<file path="config.mk">
export PLATFORM = sky130hd
export DESIGN_NAME = uart_tx_buffer
export DESIGN_NICKNAME = d
export VERILOG_FILES = /design/src/rtl/uart_tx_buffer.sv
export SDC_FILE = /design/constraint.sdc
export NUM_CORES = 1
export LEC_CHECK = 0
export ABC_CLOCK_PERIOD_IN_PS = 9400
export BUFFER_PORTS_ARGS = -buffer_cell sky130_fd_sc_hd__buf_2
export CAP_MARGIN = 15
export CORE_MARGIN = 1.5
export CORE_UTILIZATION = 50
export CTS_CLUSTER_SIZE = 25
export DETAILED_ROUTE_END_ITERATION = 12
export GPL_TIMING_DRIVEN = 0
export PLACE_DENSITY = 0.67
export SLEW_MARGIN = 15
export SYNTH_ARGS = -nofsm -noshare
export SYNTH_HDL_FRONTEND = slang
export SYNTH_SLANG_ARGS = --single-unit
</file>
<file path="constraint.sdc">
create_clock -name SYS_clk -period 9.4 [get_ports SYS_clk]
set_input_delay 1.88 -clock SYS_clk [delete_from_list [all_inputs] [get_ports SYS_clk]]
set_output_delay 1.88 -clock SYS_clk [all_outputs]
set_load 0.01 [all_outputs]
</file>
<file path="src/rtl/uart_tx_buffer.sv">
// Byte FIFO feeding an 8N1 UART transmitter; define UART_TX_PARITY_EN to insert
// an even-parity bit between the last data bit and the stop bit (8E1 framing).
module uart_tx_buffer #(
    parameter int CLKS_PER_BIT = 868,
    parameter int FIFO_DEPTH   = 16
) (
    input  logic       SYS_clk,
    input  logic       SYS_reset,
    input  logic       DMEM_transmit_request,
    input  logic [7:0] DMEM_data_transmit,
    output logic       transmitter_buffer_full,
    output logic       uart_tx,
    output logic       tx_busy,
    output logic       overflow
);
    localparam int PTR_W  = $clog2(FIFO_DEPTH);
    localparam int BAUD_W = $clog2(CLKS_PER_BIT);
    localparam logic [BAUD_W-1:0] BAUD_LOAD  = BAUD_W'(CLKS_PER_BIT - 1);
    localparam logic [PTR_W:0]    COUNT_FULL = (PTR_W + 1)'(FIFO_DEPTH);

    typedef enum logic [2:0] {IDLE, START, DATA, PARITY, STOP} state_t;

    state_t             state_reg;
    logic [PTR_W-1:0]   wr_ptr_reg;
    logic [PTR_W-1:0]   rd_ptr_reg;
    logic [PTR_W:0]     count_reg;
    logic [BAUD_W-1:0]  baud_reg;
    logic [2:0]         bit_idx_reg;
    logic [7:0]         shift_reg;
    logic               uart_tx_reg;
    logic               overflow_reg;
`ifdef UART_TX_PARITY_EN
    logic               parity_reg;
`endif

    // Asynchronous read: the head byte must be ready on the same edge it is popped.
    logic [7:0] fifo_mem [FIFO_DEPTH];
    logic [7:0] head;
    logic       push;
    logic       pop;

    assign transmitter_buffer_full = (count_reg == COUNT_FULL);
    assign head     = fifo_mem[rd_ptr_reg];
    assign uart_tx  = uart_tx_reg;
    assign overflow = overflow_reg;
    assign tx_busy  = (state_reg != IDLE) || (count_reg != '0);

    always_comb begin
        push = DMEM_transmit_request && !transmitter_buffer_full;
        pop  = (count_reg != '0) &&
               ((state_reg == IDLE) || (state_reg == STOP && baud_reg == '0));
    end

    always_ff @(posedge SYS_clk) begin
        if (!SYS_reset && push)
            fifo_mem[wr_ptr_reg] <= DMEM_data_transmit;
    end

    always_ff @(posedge SYS_clk) begin
        if (SYS_reset) begin
            state_reg    <= IDLE;
            wr_ptr_reg   <= '0;
            rd_ptr_reg   <= '0;
            count_reg    <= '0;
            baud_reg     <= '0;
            bit_idx_reg  <= '0;
            shift_reg    <= '0;
            uart_tx_reg  <= 1'b1;
            overflow_reg <= 1'b0;
`ifdef UART_TX_PARITY_EN
            parity_reg   <= 1'b0;
`endif
        end else begin
            if (push)
                wr_ptr_reg <= wr_ptr_reg + PTR_W'(1);
            if (pop)
                rd_ptr_reg <= rd_ptr_reg + PTR_W'(1);
            case ({push, pop})
                2'b10:   count_reg <= count_reg + (PTR_W + 1)'(1);
                2'b01:   count_reg <= count_reg - (PTR_W + 1)'(1);
                default: count_reg <= count_reg;
            endcase
            if (DMEM_transmit_request && transmitter_buffer_full)
                overflow_reg <= 1'b1;

            case (state_reg)
                IDLE: uart_tx_reg <= 1'b1;
                START, PARITY: begin
                    if (baud_reg == '0) begin
                        baud_reg    <= BAUD_LOAD;
                        state_reg   <= (state_reg == START) ? DATA : STOP;
                        uart_tx_reg <= (state_reg == START) ? shift_reg[0] : 1'b1;
                    end else begin
                        baud_reg <= baud_reg - BAUD_W'(1);
                    end
                end
                DATA: begin
                    if (baud_reg == '0) begin
                        baud_reg <= BAUD_LOAD;
                        if (bit_idx_reg == 3'd7) begin
`ifdef UART_TX_PARITY_EN
                            state_reg   <= PARITY;
                            uart_tx_reg <= parity_reg;
`else
                            state_reg   <= STOP;
                            uart_tx_reg <= 1'b1;
`endif
                        end else begin
                            bit_idx_reg <= bit_idx_reg + 3'd1;
                            shift_reg   <= {1'b0, shift_reg[7:1]};
                            uart_tx_reg <= shift_reg[1];
                        end
                    end else begin
                        baud_reg <= baud_reg - BAUD_W'(1);
                    end
                end
                STOP: begin
                    if (baud_reg == '0) begin
                        state_reg   <= IDLE;
                        uart_tx_reg <= 1'b1;
                    end else begin
                        baud_reg <= baud_reg - BAUD_W'(1);
                    end
                end
                default: begin
                    state_reg   <= IDLE;
                    uart_tx_reg <= 1'b1;
                end
            endcase

            // A pop (from IDLE or at the end of STOP) overrides the case above and
            // starts the next frame with no idle gap.
            if (pop) begin
                state_reg   <= START;
                uart_tx_reg <= 1'b0;
                baud_reg    <= BAUD_LOAD;
                bit_idx_reg <= '0;
                shift_reg   <= head;
`ifdef UART_TX_PARITY_EN
                parity_reg  <= ^head;
`endif
            end
        end
    end
endmodule

</file>
==> run_results.csv <==
group,metric,value,unit
hold_path,holdPathEnd,"overflow",
clock_tree,post_cts_buffers,0,
clock_tree,clock_latency,0.43,ns
placed_design,io_buffer_count,13,
clock_tree,path_clk_slew,0.06,ns
critical_path,arrival,4.50,ns
floorplan,top_level_ports,15,
synth,syn_inst,469,
sta,setup_violations,0,
critical_path,worst-r2r-cell-count,15,
sta,max_freq,239,MHz
route,drtAntennaViolNets,0,
global_route,grt_overflow,0,
global_route,antenna_found_initial,0,
clock_tree,htreeDepth,4,
critical_path,rrSetupSlack,5.41,ns
sta,holdWs,0.467,ns
layout,fin_cells,693,
synth,synth-seq-cells,171,
synth,ys.flop_type,"edfxtp_1",
clock_tree,root_buffer,"clkbuf_16",
critical_path,critPathLaunchType,"primary input",
sta,fin_crit,4.18,ns
route,wl_per_cell,20.2,um
clock_tree,clockBufferDepth,2,
sta,fin_setup_tns,0,ns
synth,synth_edf_count,128,
global_route,grt_max_degree,17,
floorplan,rows,43,
hold_path,holdPathStages,2,
floorplan,initial_core_util,51.4,%
synth,syn_area_per_cell,15.3,um^2
route,first_pass_iters,5,
clock_tree,cts_tree,"built",
route,vias,4053,
placed_design,dp_hpwl,9300,um
placed_design,postPlaceCellArea,7460,um^2
sta,finClkSkew,0.00984,ns
hold_path,hp-start,"overflow",
placed_design,post-place-cells,662,
synth,synth_cell_types,54,
clock_tree,clock_sinks,171,
clock_tree,cts_hold_buf,0,
pwr,total_power,2.36,mW
synth,synthArstFlopShare,0,%
floorplan,dieArea,15100,um^2
synth,yosysWarnings,0,
sta,min_period_over_period,44.5,%
layout,drive_gt1_share,19.3,%
route,vias_per_cell,5.85,
status,status,"finished clean",
route,drc_errors,0,
critical_path,critical_path_peak_fanout,9,
layout,finalInstanceArea,8020,um^2
floorplan,die_w,123,um
sta,relSlewSlack,38.9,%
critical_path,r2r-start,"baud_reg[8]",
placed_design,gp_congestion,0.795,
critical_path,required,9.72,ns
sta,grt_setup_unrepaired,"false",
synth,synth_nets,493,
clock_tree,cts_resized,0,
clock_tree,numCtsBuffers,17,
critical_path,critPathKind,"in -> reg",
pwr,power_density,294,nW/um^2
floorplan,die_h,123,um
layout,nNetsFinal,525,
layout,final_common_cell,"edfxtp_1",
layout,diodes,0,
pwr,p_leak,2.64,nW
sta,worstMarginPinSlew,0.914,ns
layout,largest_reg_flops,128,
synth,netlist_area,7170,um^2
sta,hold_viol,0,
global_route,grt_pass1_vias,4047,
pwr,irDropWorstVdd,0.247,mV
route,drt-initial-drc-count,433,
global_route,grt_util_all_layers,20.3,%
job,maxCapViolations,0,
floorplan,core,13900,um^2
route,wl,14000,um
global_route,grt_pass1_wl,22000,um
hold_path,timing.hold.worst.class,"reg -> reg",
critical_path,r2r_end,"count_reg[4]",
critical_path,end_kind,"flip-flop",
sta,slew_violations,0,
layout,layout_common_cells,"128 x edfxtp_1, 49 x nor2_1, 43 x dfxtp_1",
synth,ys_seq_area_share,65.7,%
layout,syn_to_final_growth,11.9,%
-- area by class of cell --
cell class / count / area, um^2
fill: 1067 / 5920
timing repair buffer: 13 / 65.1
tap: 180 / 225
inverter: 8 / 30.0
clock inverter: 14 / 136
sequential: 171 / 4700
clock buffer: 17 / 425
buffer: 29 / 136
multi-input combinational: 261 / 2290
-- logic make-up after synthesis --
group                      after synthesis  synth area share, %
buffers and inverters                   37                 2.32
and+or+nand+nor                        118                 8.42
AOI/OAI and AO/OA                       74                 8.19
muxes                                   40                 11.2
adders and majority gates               13                 2.27
xor gates and xnor gates                16                 1.96
DFF                                    171                 65.7
-- through the flow --
step | util, % | worst slack [ns]
final | 57.5 | 5.22
after global routing | 57.5 | 4.99
after CTS | 57.5 | 5.17
after detailed placement | 53.5 | 4.73
after global placement | 53.5 | 4.78
after floorplan | - | 5.17
-- cell usage after synthesis (all sizes together), types with 3 or more instances --
cell type	number	area [um^2]
edfxtp	128	3840
a21oi	14	81.3
xnor2	6	52.6
a211oi	7	77.6
buf	10	65.1
and3	3	18.8
nand3	5	25.0
dfxtp	43	861
or4	3	22.5
or3	6	37.5
nand3b	3	22.5
nand2b	4	25.0
a311oi	10	119
inv	8	30.0
a22oi	16	120
clkbuf	19	71.3
nand2	9	33.8
o21ai	10	50.0
o31ai	3	22.5
nor2b	10	62.6
xor2	10	87.6
nor3	13	65.1
nor2	49	184
ha	13	163
nor4	5	46.3
mux2i	7	70.1
mux4	32	721
-- where the power goes --
part	switching (mW)	internal, mW	total [mW]
Clock	0.297	0.369	0.666
Sequential	0.0453	0.878	0.923
Combinational	0.447	0.322	0.769
Total	0.789	1.57	2.36
-- per-layer routing --
layer / share of wire [%] / up-vias / track usage [%]
li1: - / 1891 / -
met1: 43 / 2019 / 26.0
met2: 50 / 124 / 34.2
met3: 4.6 / 19 / 5.07
met4: 1.7 / 0 / 6.54
met5: 0 / - / 0
-- how the worst max path moves through the flow --
stage	start	endpoint	slack (ns)	cells past startpoint
6_report	DMEM_transmit_request	count_reg[4]	5.22	12
5_1_grt	DMEM_transmit_request	count_reg[4]	4.99	12
4_1_cts	DMEM_transmit_request	count_reg[4]	5.17	12
3_5_place_dp	DMEM_transmit_request	count_reg[4]	4.73	12
3_3_place_gp	DMEM_transmit_request	count_reg[4]	4.78	12
2_1_floorplan	DMEM_transmit_request	count_reg[4]	5.17	11
-- critical path, cell delays in order --
cell      delay [ns]
buf_2           0.09
a21boi_1        0.53
inv_1           0.14
ha_1            0.25
clkbuf_1        0.19
xor2_1          0.18
ha_1            0.23
inv_1           0.06
o21ai_0         0.07
a21o_1          0.19
a221oi_1        0.32
mux2_2          0.37
Power figures use the tool's default switching activity.
